**config.mk**
```make
export PLATFORM = sky130hd
export DESIGN_NAME = keypad_entry
export DESIGN_NICKNAME = d
export VERILOG_FILES = /design/src/rtl/keypad_entry.sv
export SDC_FILE = /design/constraint.sdc
export NUM_CORES = 1
export LEC_CHECK = 0
export BUFFER_PORTS_ARGS = -buffer_cell sky130_fd_sc_hd__buf_2
export CAP_MARGIN = 20
export CORE_AREA = 2 2 97 99
export DETAILED_ROUTE_END_ITERATION = 10
export DIE_AREA = 0 0 99 101
export REMOVE_ABC_BUFFERS = 1
export SYNTH_ARGS = -nofsm -noshare
export SYNTH_HDL_FRONTEND = slang
export SYNTH_SLANG_ARGS = --single-unit
export TNS_END_PERCENT = 30
```
**constraint.sdc**
```tcl
create_clock -name clk -period 2.3 [get_ports clk]
set_input_delay 0.46 -clock clk [delete_from_list [all_inputs] [get_ports clk]]
set_output_delay 0.46 -clock clk [all_outputs]
set_load 0.01 [all_outputs]
```
**src/rtl/keypad_entry.sv**
```systemverilog
// 4x4 matrix keypad scanner with debounce and a 4-digit password entry buffer.
// Define KEYPAD_BACKSPACE_EN to make key code 11 act as Backspace.
module keypad_entry #(
  parameter int SCAN_DIV       = 50000,
  parameter int DEBOUNCE_TICKS = 4
) (
  input  logic       clk,
  input  logic       rst,
  input  logic [3:0] rows,
  output logic [3:0] cols,
  output logic       key_valid,
  output logic [3:0] key_code,
  output logic [3:0] p0,
  output logic [3:0] p1,
  output logic [3:0] p2,
  output logic [3:0] p3,
  output logic [2:0] digit_cnt,
  output logic       show_digits,
  output logic       entry_done,
  output logic       entry_err
);

  localparam int              DIV_W    = $clog2(SCAN_DIV);
  localparam logic [DIV_W-1:0] DIV_LAST = DIV_W'(SCAN_DIV - 1);
  localparam logic [4:0]      DB_LIMIT = 5'(DEBOUNCE_TICKS);

  typedef enum logic [1:0] {SCAN, DEBOUNCE, HELD} state_t;

  logic [3:0]       rows_meta, rows_sync;
  logic [DIV_W-1:0] div_cnt;
  logic             tick;

  state_t     state, state_n;
  logic [1:0] col, col_n;
  logic [1:0] row_lat, row_n;
  logic [3:0] cnt, cnt_n;
  logic [4:0] cnt_inc;
  logic       row_low;
  logic       accept;

  // Rows idle high, so the synchronizer resets to "no key"
  always_ff @(posedge clk or posedge rst) begin
    if (rst) begin
      rows_meta <= 4'hF;
      rows_sync <= 4'hF;
    end else begin
      rows_meta <= rows;
      rows_sync <= rows_meta;
    end
  end

  always_ff @(posedge clk or posedge rst) begin
    if (rst)       div_cnt <= '0;
    else if (tick) div_cnt <= '0;
    else           div_cnt <= div_cnt + 1'b1;
  end

  assign tick    = (div_cnt == DIV_LAST);
  assign row_low = ~rows_sync[row_lat];
  assign cnt_inc = {1'b0, cnt} + 5'd1;
  assign cols    = ~(4'b0001 << col);

  always_ff @(posedge clk or posedge rst) begin
    if (rst) begin
      state     <= SCAN;
      col       <= 2'd0;
      row_lat   <= 2'd0;
      cnt       <= 4'd0;
      key_valid <= 1'b0;
      key_code  <= 4'd0;
    end else begin
      state     <= state_n;
      col       <= col_n;
      row_lat   <= row_n;
      cnt       <= cnt_n;
      key_valid <= accept;
      if (accept) key_code <= {row_lat, col};
    end
  end

  // The column stays frozen from detection until release, so only one key is tracked
  always_comb begin
    state_n = state;
    col_n   = col;
    row_n   = row_lat;
    cnt_n   = cnt;
    accept  = 1'b0;
    if (tick) begin
      case (state)
        SCAN: begin
          if (rows_sync != 4'hF) begin
            state_n = DEBOUNCE;
            cnt_n   = 4'd1;
            if (!rows_sync[0])      row_n = 2'd0;
            else if (!rows_sync[1]) row_n = 2'd1;
            else if (!rows_sync[2]) row_n = 2'd2;
            else                    row_n = 2'd3;
          end else begin
            col_n = col + 2'd1;
          end
        end
        DEBOUNCE: begin
          if (row_low) begin
            if (cnt_inc >= DB_LIMIT) begin
              accept  = 1'b1;
              cnt_n   = 4'd0;
              state_n = HELD;
            end else begin
              cnt_n = cnt_inc[3:0];
            end
          end else begin
            state_n = SCAN;
            col_n   = col + 2'd1;
            cnt_n   = 4'd0;
          end
        end
        HELD: begin
          if (row_low) begin
            cnt_n = 4'd0;
          end else if (cnt_inc >= DB_LIMIT) begin
            state_n = SCAN;
            col_n   = col + 2'd1;
            cnt_n   = 4'd0;
          end else begin
            cnt_n = cnt_inc[3:0];
          end
        end
        default: state_n = SCAN;
      endcase
    end
  end

  // A successful Enter keeps p* for the comparator to sample on entry_done
  always_ff @(posedge clk or posedge rst) begin
    if (rst) begin
      p0         <= 4'd0;
      p1         <= 4'd0;
      p2         <= 4'd0;
      p3         <= 4'd0;
      digit_cnt  <= 3'd0;
      entry_done <= 1'b0;
      entry_err  <= 1'b0;
    end else begin
      entry_done <= 1'b0;
      entry_err  <= 1'b0;
      if (key_valid) begin
        if (key_code <= 4'd9) begin
          if (digit_cnt != 3'd4) begin
            p3        <= p2;
            p2        <= p1;
            p1        <= p0;
            p0        <= key_code;
            digit_cnt <= digit_cnt + 3'd1;
          end
        end else begin
          case (key_code)
            4'd10: begin
              p0        <= 4'd0;
              p1        <= 4'd0;
              p2        <= 4'd0;
              p3        <= 4'd0;
              digit_cnt <= 3'd0;
            end
            4'd14: begin
              digit_cnt <= 3'd0;
              if (digit_cnt == 3'd4) begin
                entry_done <= 1'b1;
              end else begin
                entry_err <= 1'b1;
                p0        <= 4'd0;
                p1        <= 4'd0;
                p2        <= 4'd0;
                p3        <= 4'd0;
              end
            end
`ifdef KEYPAD_BACKSPACE_EN
            4'd11: begin
              if (digit_cnt != 3'd0) begin
                p0        <= p1;
                p1        <= p2;
                p2        <= p3;
                p3        <= 4'd0;
                digit_cnt <= digit_cnt - 3'd1;
              end
            end
`endif
            default: ;
          endcase
        end
      end
    end
  end

  assign show_digits = (digit_cnt != 3'd0);

endmodule

```
==> flow_summary_export.csv, run 1 <==
group,metric,value,unit
yosys,synthFlopType,"dfrtp_1",
cts,clk-insertion-delay-late,340,ps
floorplanning,core,8980,sq um
drt,wl_per_cell,12.2,um
cts,cts_tree,"done",
sta,finalHoldViolations,0,
drt,drtAntennaViolNets,0,
pwr,p_switching,0.000424,W
floorplanning,die_y,101,um
cts,root_buffer,"clkbuf_8",
sta,fin_crit_sh,95.3,%
pwr,ir_worst_vdd,0.297,mV
sta,tightest_slew,607,ps
global_routing,grt_max_degree,61,
finish,final_common_cell,"dfrtp_1",
yosys,synth-edff-count,0,
drt,num_vias,1849,
placement,io_buffers,36,
pwr,power,0.00211,W
yosys,synth_warnings,0,
floorplanning,die_x,99,um
placement,gp_congestion,0.810,
pwr,pwr-share-seq,50.8,%
yosys,async_flop_share,100,%
finish,final_core_util,35.5,%
global_routing,grt_pass1_vias,1743,
critical_path,path_class,"reg -> reg",
global_routing,grt_use_total,10.7,%
pwr,p_comb_share,1.6,%
drt,finalWirelength,4770,um
critical_path,r2r-start,"div_cnt[12]",
pwr,switching_share,20.1,%
drt,post_drt_via_cell_ratio,4.72,
floorplanning,die_area,10000,sq um
critical_path,worstPathMaxFanout,5,
yosys,avgSynthCellArea,11.5,sq um
finish,area_growth,21.5,%
yosys,ys_seq_area_share,57.6,%
critical_path,rrSetupSlack,110,ps
floorplanning,rows,35,
floorplanning,ios,37,
critical_path,arrival,2410,ps
yosys,ys_ff_latch,60,
drt,drc,0,
sta,slew_viol_final,0,
cts,cts_buffers,9,
drt,firstDrtPassIters,4,
finish,antenna_cells,0,
critical_path,critPathLaunch,"div_cnt[12]",
pwr,internal_power,0.00168,W
cts,clockBufferDepth,2,
global_routing,grt.overflow.total,0,
sta,maxSlewHeadroom,59.1,%
sta,finClkSkew,7.76,ps
floorplanning,start_util,29.2,%
sta,setup_violations,0,
critical_path,endpoint_kind,"register",
cts,cts_setup_buffers,0,
run_status,status,"finished clean",
sta,period_needed,2190,ps
placement,pre_cts_ws,92.0,ps
pwr,power_density,662,nW/um^2
finish,nets,294,
placement,place_hpwl,3260,um
cts,clk_pin_slew_worst_paths,70,ps
cts,cts_max_level,3,
yosys,synth_cell_types,39,
sta,rsz0062_at_grt,"no",
finish,layout_common_cells,"dfrtp_1 (52), buf_2 (36), inv_1 (19)",
critical_path,start_kind,"register",
flow_run,cap_violations,0,
pwr,clkPwrFrac,47.6,%
drt,drt_iter0_drc,69,
yosys,synth_area,2620,sq um
global_routing,antenna_found_initial,0,
pwr,p_leak,1.59,nW
worst_hold_path,min_path_type,"in -> async",
cts,clock-sinks,60,
finish,drive_gt1_share,26.7,%
critical_path,cp.required,2520,ps
global_routing,grt_pass1_wl,8310,um
sta,fmax,456,MHz
yosys,netlist_instances,229,
sta,setup_ws,107,ps
[power groups by stage]
stage	clock (W)	combinational (W)	sequential, W
after global routing	0.00108	0.0000392	0.00107
after floorplan	0	0.0000196	0.00109
after global placement	0	0.0000347	0.00109
after CTS	0.00104	0.0000352	0.00107
after detailed placement	0	0.0000353	0.00109
final	0.00100	0.0000331	0.00107
[critical path, cell delays in order, from the launching register on]
cell and delay (ps):
dfrtp_1 410, or4_4 560, nor4_4 300, a21boi_4 260, and3_2 230, mux2_1 320
[layout make-up]
type                            instances  area (sq um)
Fill cell                             882          5790
Sequential cell                        60          1510
Multi-Input combinational cell        144          1020
Timing Repair Buffer                   41           230
Tap cell                              111           139
Clock buffer                           11           131
Clock inverter                          5          77.6
Inverter                               20          75.1
[cell usage after synthesis, types with 2 or more instances]
master | number | share of area, %
a22o_1 | 15 | 5.0
clkbuf_1 | 5 | 0.72
xnor2_1 | 7 | 2.3
or2_2 | 3 | 0.72
inv_1 | 20 | 2.9
and3_1 | 3 | 0.72
dfrtp_1 | 52 | 50
o21ai_0 | 11 | 2.1
a21oi_1 | 7 | 1.3
nand4_1 | 2 | 0.48
nand2b_1 | 2 | 0.48
nand3_1 | 14 | 2.7
a31oi_1 | 4 | 0.95
ha_1 | 12 | 5.7
dfstp_2 | 8 | 8.0
nand2_1 | 18 | 2.6
nor3_1 | 2 | 0.38
xor2_1 | 8 | 2.7
or3_1 | 2 | 0.48
nor2b_1 | 4 | 0.95
nor2_1 | 12 | 1.7
[final timing paths]
path | endpoint | cells after the start
worst max-delay path | col[1] | 5
worst min-delay path | p3[1] | 3
worst max register to register | col[1] | 5
worst min register to register | rows_sync[2] | 0
max in group asynchronous | rows_meta[3] | 3
min in group clk | rows_meta[2] | 1
[cells by family (layout without fill, tap and decap cells)]
family	count (synthesis)	after routing	synth area share, %
fa+ha+maj	12	12	5.73
xor+xnor	15	15	5.01
flops	60	60	57.6
compound gates	46	46	12.6
buf+inv	25	77	3.58
simple gates	68	68	13.7
mux	3	3	1.72
[registers in the layout, summed over array words and instances (netlist names), 4 cells and up]
name       flops
p2             4
rows_meta      4
cnt            4
p3             4
p1             4
key_code       4
p0             4
rows_sync      4
div_cnt       16
[stage by stage]
stage	TNS, ps	area, sq um	std cells	hold WS [ps]
2_1_floorplan	-214	2600	224	345
3_3_place_gp	0	2970	376	346
3_5_place_dp	0	2970	376	347
4_1_cts	0	3180	392	162
5_1_grt	0	3190	392	189
6_report	0	3190	392	145
[layer usage]
metal  global-route usage (%)  up-vias  share of wire [%]
met4                     5.37        0                1.6
met2                     15.3       55                 45
met1                     13.7      900                 47
met3                     4.58        6                6.6
li1                         -      888                  -
met5                        0        -                  0
[what timing repair did]
action | in CTS | in global routing
hold buffers | 0 | 0
endpoints found under the setup margin | 0 | 1
resized for setup | 0 | 1
endpoints found under the hold margin | 0 | 0
(Power assumes the default switching activity.)
==> run 2, diff against run 1 <==
--- a/config.mk
+++ b/config.mk
@@ -5,11 +5,12 @@
 export SDC_FILE = /design/constraint.sdc
 export NUM_CORES = 1
 export LEC_CHECK = 0
+export ABC_AREA = 1
 export BUFFER_PORTS_ARGS = -buffer_cell sky130_fd_sc_hd__buf_2
 export CAP_MARGIN = 20
-export CORE_AREA = 2 2 97 99
+export CORE_AREA = 5 5 104 106
 export DETAILED_ROUTE_END_ITERATION = 10
-export DIE_AREA = 0 0 99 101
+export DIE_AREA = 0 0 109 111
 export REMOVE_ABC_BUFFERS = 1
 export SYNTH_ARGS = -nofsm -noshare
 export SYNTH_HDL_FRONTEND = slang
==> flow_summary_export.csv, run 2 <==
group,metric,value,unit
critical_path,reg2reg_depth,7,
sta,fmax,585,MHz
pwr,pwr-share-seq,52.1,%
cts,cts_setup_buffers,0,
pwr,power,0.00205,W
critical_path,critPathLaunch,"digit_cnt[0]",
finish,top_register,"div_cnt",
pwr,p_comb_share,1.7,%
yosys,synth_cell_types,31,
floorplanning,die_x,109,um
placement,place_inst,480,
global_routing,antenna_found_initial,0,
pwr,ir_worst_vdd,0.369,mV
cts,cts_resized,0,
drt,drtAntennaViolNets,0,
finish,final_common_cell,"nand2_1",
cts,clock-sinks,60,
finish,layout_common_cells,"nand2_1 (74), dfrtp_1 (52), inv_1 (45)",
yosys,synth_simple_gate_area_share,23.4,%
critical_path,cp.required,1840,ps
run_status,status,"finished clean",
yosys,synth_warnings,0,
yosys,ys_seq_area_share,53.5,%
global_routing,grt_max_degree,40,
critical_path,r2r-start,"digit_cnt[0]",
sta,finClkSkew,10.9,ps
yosys,synth_mux_area_share,0,%
pwr,p_switching,0.000474,W
critical_path,arrival,1250,ps
yosys,synth-compound-area-share,8.81,%
placement,gp_congestion,0.861,
yosys,async_flop_share,100,%
yosys,synth_top_family_by_area,"simple AND/OR/NAND/NOR gates",
yosys,netlist_instances,312,
critical_path,cp-endpoint,"show_digits",
sta,period_needed,1710,ps
pwr,clkPwrFrac,46.2,%
pwr,switching_share,23.1,%
cts,cts_hold_buf,0,
sta,setup_tns,0,ps
global_routing,grt_pass1_wl,9570,um
drt,drt_iter0_drc,116,
finish,area_growth,19.5,%
yosys,synth_area,2830,sq um
sta,setup_violations,0,
yosys,synth_top_area_share,46.1,%
yosys,yosys-top-cells-area,"dfrtp_1 (46%), nand2_1 (9.8%), dfstp_2 (7.4%), inv_1 (6.1%), ha_1 (5.3%)",
global_routing,grt_pass1_vias,2193,
sta,fin_crit_sh,74.3,%
cts,clk-insertion-delay-late,340,ps
critical_path,endpoint_kind,"output port",
pwr,p_leak,1.74,nW
yosys,avgSynthCellArea,9.06,sq um
finish,largest_reg_flops,16,
critical_path,rrSetupSlack,690,ps
cts,cts_buffers,9,
cts,clk_pin_slew_worst_paths,80,ps
cts,root_buffer,"clkbuf_8",
drt,post_drt_via_cell_ratio,4.44,
yosys,synth_xor_xnor_area_share,1.86,%
yosys,synthAdderAreaFrac,5.31,%
finish,antenna_cells,0,
critical_path,path_class,"reg -> out",
drt,firstDrtPassIters,5,
floorplanning,rows,36,
drt,drc,0,
floorplanning,die_y,111,um
yosys,synth.most_common_cell,"nand2_1",
sta,rsz0062_at_grt,"no",
yosys,synthFlopType,"dfrtp_1",
global_routing,grt.overflow.total,0,
floorplanning,die_area,12100,sq um
yosys,ys_top_cells_by_count,"nand2_1 (74), dfrtp_1 (52), inv_1 (46)",
drt,finalWirelength,5570,um
yosys,ys_ff_latch,60,
critical_path,start_kind,"register",
pwr,internal_power,0.00158,W
cts,cts_max_level,3,
cts,clockBufferDepth,2,
yosys,yosysTopAreaCell,"dfrtp_1",
finish,fin_cells,496,
worst_hold_path,min_path_type,"in -> async",
floorplanning,core,9680,sq um
critical_path,worstReg2RegEnd,"p2[3]",
floorplanning,start_util,29.2,%
cts,cts_tree,"done",
sta,maxSlewHeadroom,68.9,%
pwr,power_density,609,nW/um^2
placement,place_hpwl,4070,um
drt,num_vias,2202,
global_routing,grt_use_total,9.72,%
drt,wl_per_cell,11.2,um
floorplanning,ios,37,
placement,io_buffers,36,
sta,slew_viol_final,0,
finish,nets,376,
flow_run,cap_violations,0,
yosys,synth-edff-count,0,
sta,tightest_slew,466,ps
finish,drive_gt1_share,21.2,%
critical_path,worstPathMaxFanout,3,
sta,finalHoldViolations,0,
-- run 2: changes by cell type in the layout (fill, tap and decap cells not counted), sizes merged, moves of 4 or more --
| cell | change |
|---|---|
| inv | +28 |
| a21oi | -4 |
| and3 | -4 |
| nand3 | +5 |
| nor2b | -4 |
| xnor2 | -6 |
| buf | -4 |
| nand4 | +5 |
| nor2 | +24 |
| nand2 | +59 |
| o21ai | +9 |
| a31oi | -4 |
-- run 2: cells by family (layout without fill, tap and decap cells) --
family                   count (synthesis)  in the layout
adder cells (fa/ha/maj)                 12             12
AO/OA/AOI/OAI                           39             39
flip-flops                              60             60
AND/OR/NAND/NOR                        145            145
XOR/XNOR                                 6              6
buffers and inverters                   50            101
-- run 2: layout make-up --
class / instances / area, sq um
inverters: 48 / 185
clock buffers: 9 / 124
fillers: 989 / 6310
well taps: 133 / 166
repair buffers: 37 / 200
multi-input cells: 202 / 1110
clock inverters: 7 / 76.3
flip-flops and latches: 60 / 1510
-- run 2: worst min path at each step --
stage / startpoint / to / slack (ps) / depth (start not counted)
after global placement: rows_meta[0] / rows_sync[0] / 350 / 0
after CTS: rst / div_cnt[12] / 130 / 2
after detailed placement: rows_meta[2] / rows_sync[2] / 350 / 0
after floorplan: rows_meta[0] / rows_sync[0] / 350 / 0
after global routing: rst / p1[3] / 170 / 2
final: rst / div_cnt[12] / 120 / 2
-- run 2: stage by stage --
stage,hold slack (ps),setup WS [ps],util (%),cell area (sq um)
global route,166,482,34.9,3380
global placement,346,738,32.8,3180
detailed placement,347,682,32.8,3180
CTS,133,562,34.9,3380
floorplan,345,369,-,2810
finish,124,592,34.9,3380
-- run 2: worst max-delay path, cell delays in order (launching register included) --
cell	delay, ps
dfrtp_1	400
inv_1	100
ha_1	210
nand2_1	70
buf_2	130
-- run 2: power by group through the flow --
stage               Combinational (W)  Sequential, W  Clock [W]
global route                0.0000426        0.00107    0.00104
global placement            0.0000365        0.00109          0
detailed placement          0.0000375        0.00109          0
CTS                         0.0000374        0.00107   0.000990
finish                      0.0000348        0.00107   0.000949
floorplan                   0.0000211        0.00109          0
-- run 2: metal layers --
layer	up-vias	share of wire, %	track usage [%]
met5	-	0	0
met4	0	1.1	3.45
met3	12	5.7	3.38
met2	61	48	16.1
met1	1035	45	11.5
li1	1094	-	-
==> run 3, diff against run 2 <==
==> constraint.sdc (replaced) <==
create_clock -name clk -period 1.75 [get_ports clk]
set_input_delay 0.35 -clock clk [delete_from_list [all_inputs] [get_ports clk]]
set_output_delay 0.35 -clock clk [all_outputs]
set_load 0.01 [all_outputs]
==> flow_summary_export.csv, run 3 (synthesis gave the netlist of run 2 again) <==
group,metric,value,unit
drt,firstDrtPassIters,4,
cts,cts_max_level,3,
global_routing,antenna_found_initial,0,
sta,fmax,619,MHz
cts,clock-sinks,60,
sta,rsz0062_at_grt,"no",
cts,cts_setup_buffers,0,
drt,drt_iter0_drc,110,
global_routing,grt_pass1_vias,2122,
finish,final_common_cell,"nand2_1",
sta,setup_ws,134,ps
floorplanning,ios,37,
floorplanning,die_y,111,um
pwr,power_density,793,nW/um^2
floorplanning,die_area,12100,sq um
pwr,ir_worst_vdd,0.476,mV
cts,cts_tree,"done",
drt,wl_per_cell,10.8,um
cts,cts_hold_buf,0,
placement,gp_congestion,0.835,
sta,fin_crit_sh,92.4,%
drt,num_vias,2178,
cts,clockBufferDepth,2,
drt,post_drt_via_cell_ratio,4.37,
cts,cts_resized,0,
placement,io_buffers,36,
floorplanning,start_util,29.2,%
finish,final_core_util,35.1,%
run_status,status,"finished clean",
sta,whs,39.3,ps
flow_run,cap_violations,0,
critical_path,cp.required,1980,ps
sta,setup_violations,0,
finish,antenna_cells,0,
drt,finalWirelength,5400,um
finish,drive_gt1_share,21.6,%
sta,setup_tns,0,ps
sta,slew_viol_final,0,
global_routing,grt_pass1_wl,9770,um
global_routing,grt_max_degree,36,
finish,area_growth,20.4,%
cts,root_buffer,"clkbuf_8",
finish,top_register,"div_cnt",
sta,finalHoldViolations,0,
finish,layout_common_cells,"nand2_1 (74), dfrtp_1 (52), inv_1 (45)",
placement,place_hpwl,4020,um
drt,drtAntennaViolNets,0,
sta,tightest_slew,446,ps
sta,period_needed,1620,ps
global_routing,grt.overflow.total,0,
global_routing,grt_use_total,9.80,%
finish,nets,378,
cts,clk_pin_slew_worst_paths,80,ps
pwr,p_leak,1.75,nW
sta,finClkSkew,9.88,ps
critical_path,rrSetupSlack,130,ps
worst_hold_path,min_path_type,"in -> async",
critical_path,arrival,1840,ps
drt,drc,0,
placement,pre_cts_ws,160,ps
cts,clk-insertion-delay-late,340,ps
critical_path,endpoint_kind,"register",
critical_path,path_class,"reg -> reg",
sta,maxSlewHeadroom,70.2,%
critical_path,worstPathMaxFanout,17,
finish,largest_reg_flops,16,
floorplanning,rows,36,
critical_path,start_kind,"register",
floorplanning,die_x,109,um
floorplanning,core,9680,sq um
cts,cts_buffers,9,
run 3: cell types whose count changed in the layout (fill, tap and decap cells not counted), sizes merged:
cell | before | now
buf | 37 | 39
clkinv | 4 | 2
clkinvlp | 2 | 3
inv | 48 | 49
run 3: stage by stage:
stage,std cells,cell area (sq um),power [W]
final,498,3400,0.00270
after global routing,498,3400,0.00282
after global placement,482,3200,0.00149
after floorplan,310,2810,0.00146
after CTS,498,3400,0.00275
after detailed placement,482,3200,0.00149
run 3: path summary, 6_finish.rpt:
path,startpoint,endpoint,depth (start not counted)
setup / recovery,digit_cnt[0],p2[3],7
hold / removal,rst,div_cnt[15],3
setup reg to reg,digit_cnt[0],p2[3],7
hold reg to reg,rows_meta[3],rows_sync[3],0
max in group asynchronous,rst,rows_meta[3],3
min in group clk,rows[1],rows_meta[1],1
run 3: layout make-up:
class | count | area [sq um]
Clock buffer | 9 | 124
Clock inverter | 7 | 75.1
Fill cell | 978 | 6280
Inverter | 48 | 185
Multi-Input combinational cell | 202 | 1110
Sequential cell | 60 | 1510
Tap cell | 133 | 166
Timing Repair Buffer | 39 | 228
run 3: critical path, stage by stage (launching register included):
cell	delay (ps)
dfrtp_1	380
inv_1	80
ha_1	240
nand2_1	100
nand3_2	130
nand2_1	140
nand2_2	200
a22o_1	240
run 3: per-layer routing:
metal,share of wire [%],global-route usage (%),vias to the layer above
met4,0.61,2.53,0
met5,0,0,-
li1,-,-,1097
met1,47,12.4,1037
met3,5.2,3.73,5
met2,47,15.6,39
run 3: power breakdown:
group          leakage, nW  total [W]  switching [W]  internal, W
Sequential           0.797    0.00141     0.00000462      0.00140
Combinational        0.863  0.0000519      0.0000348    0.0000171
Clock               0.0923    0.00124       0.000576     0.000663
Total                 1.75    0.00270       0.000615      0.00208
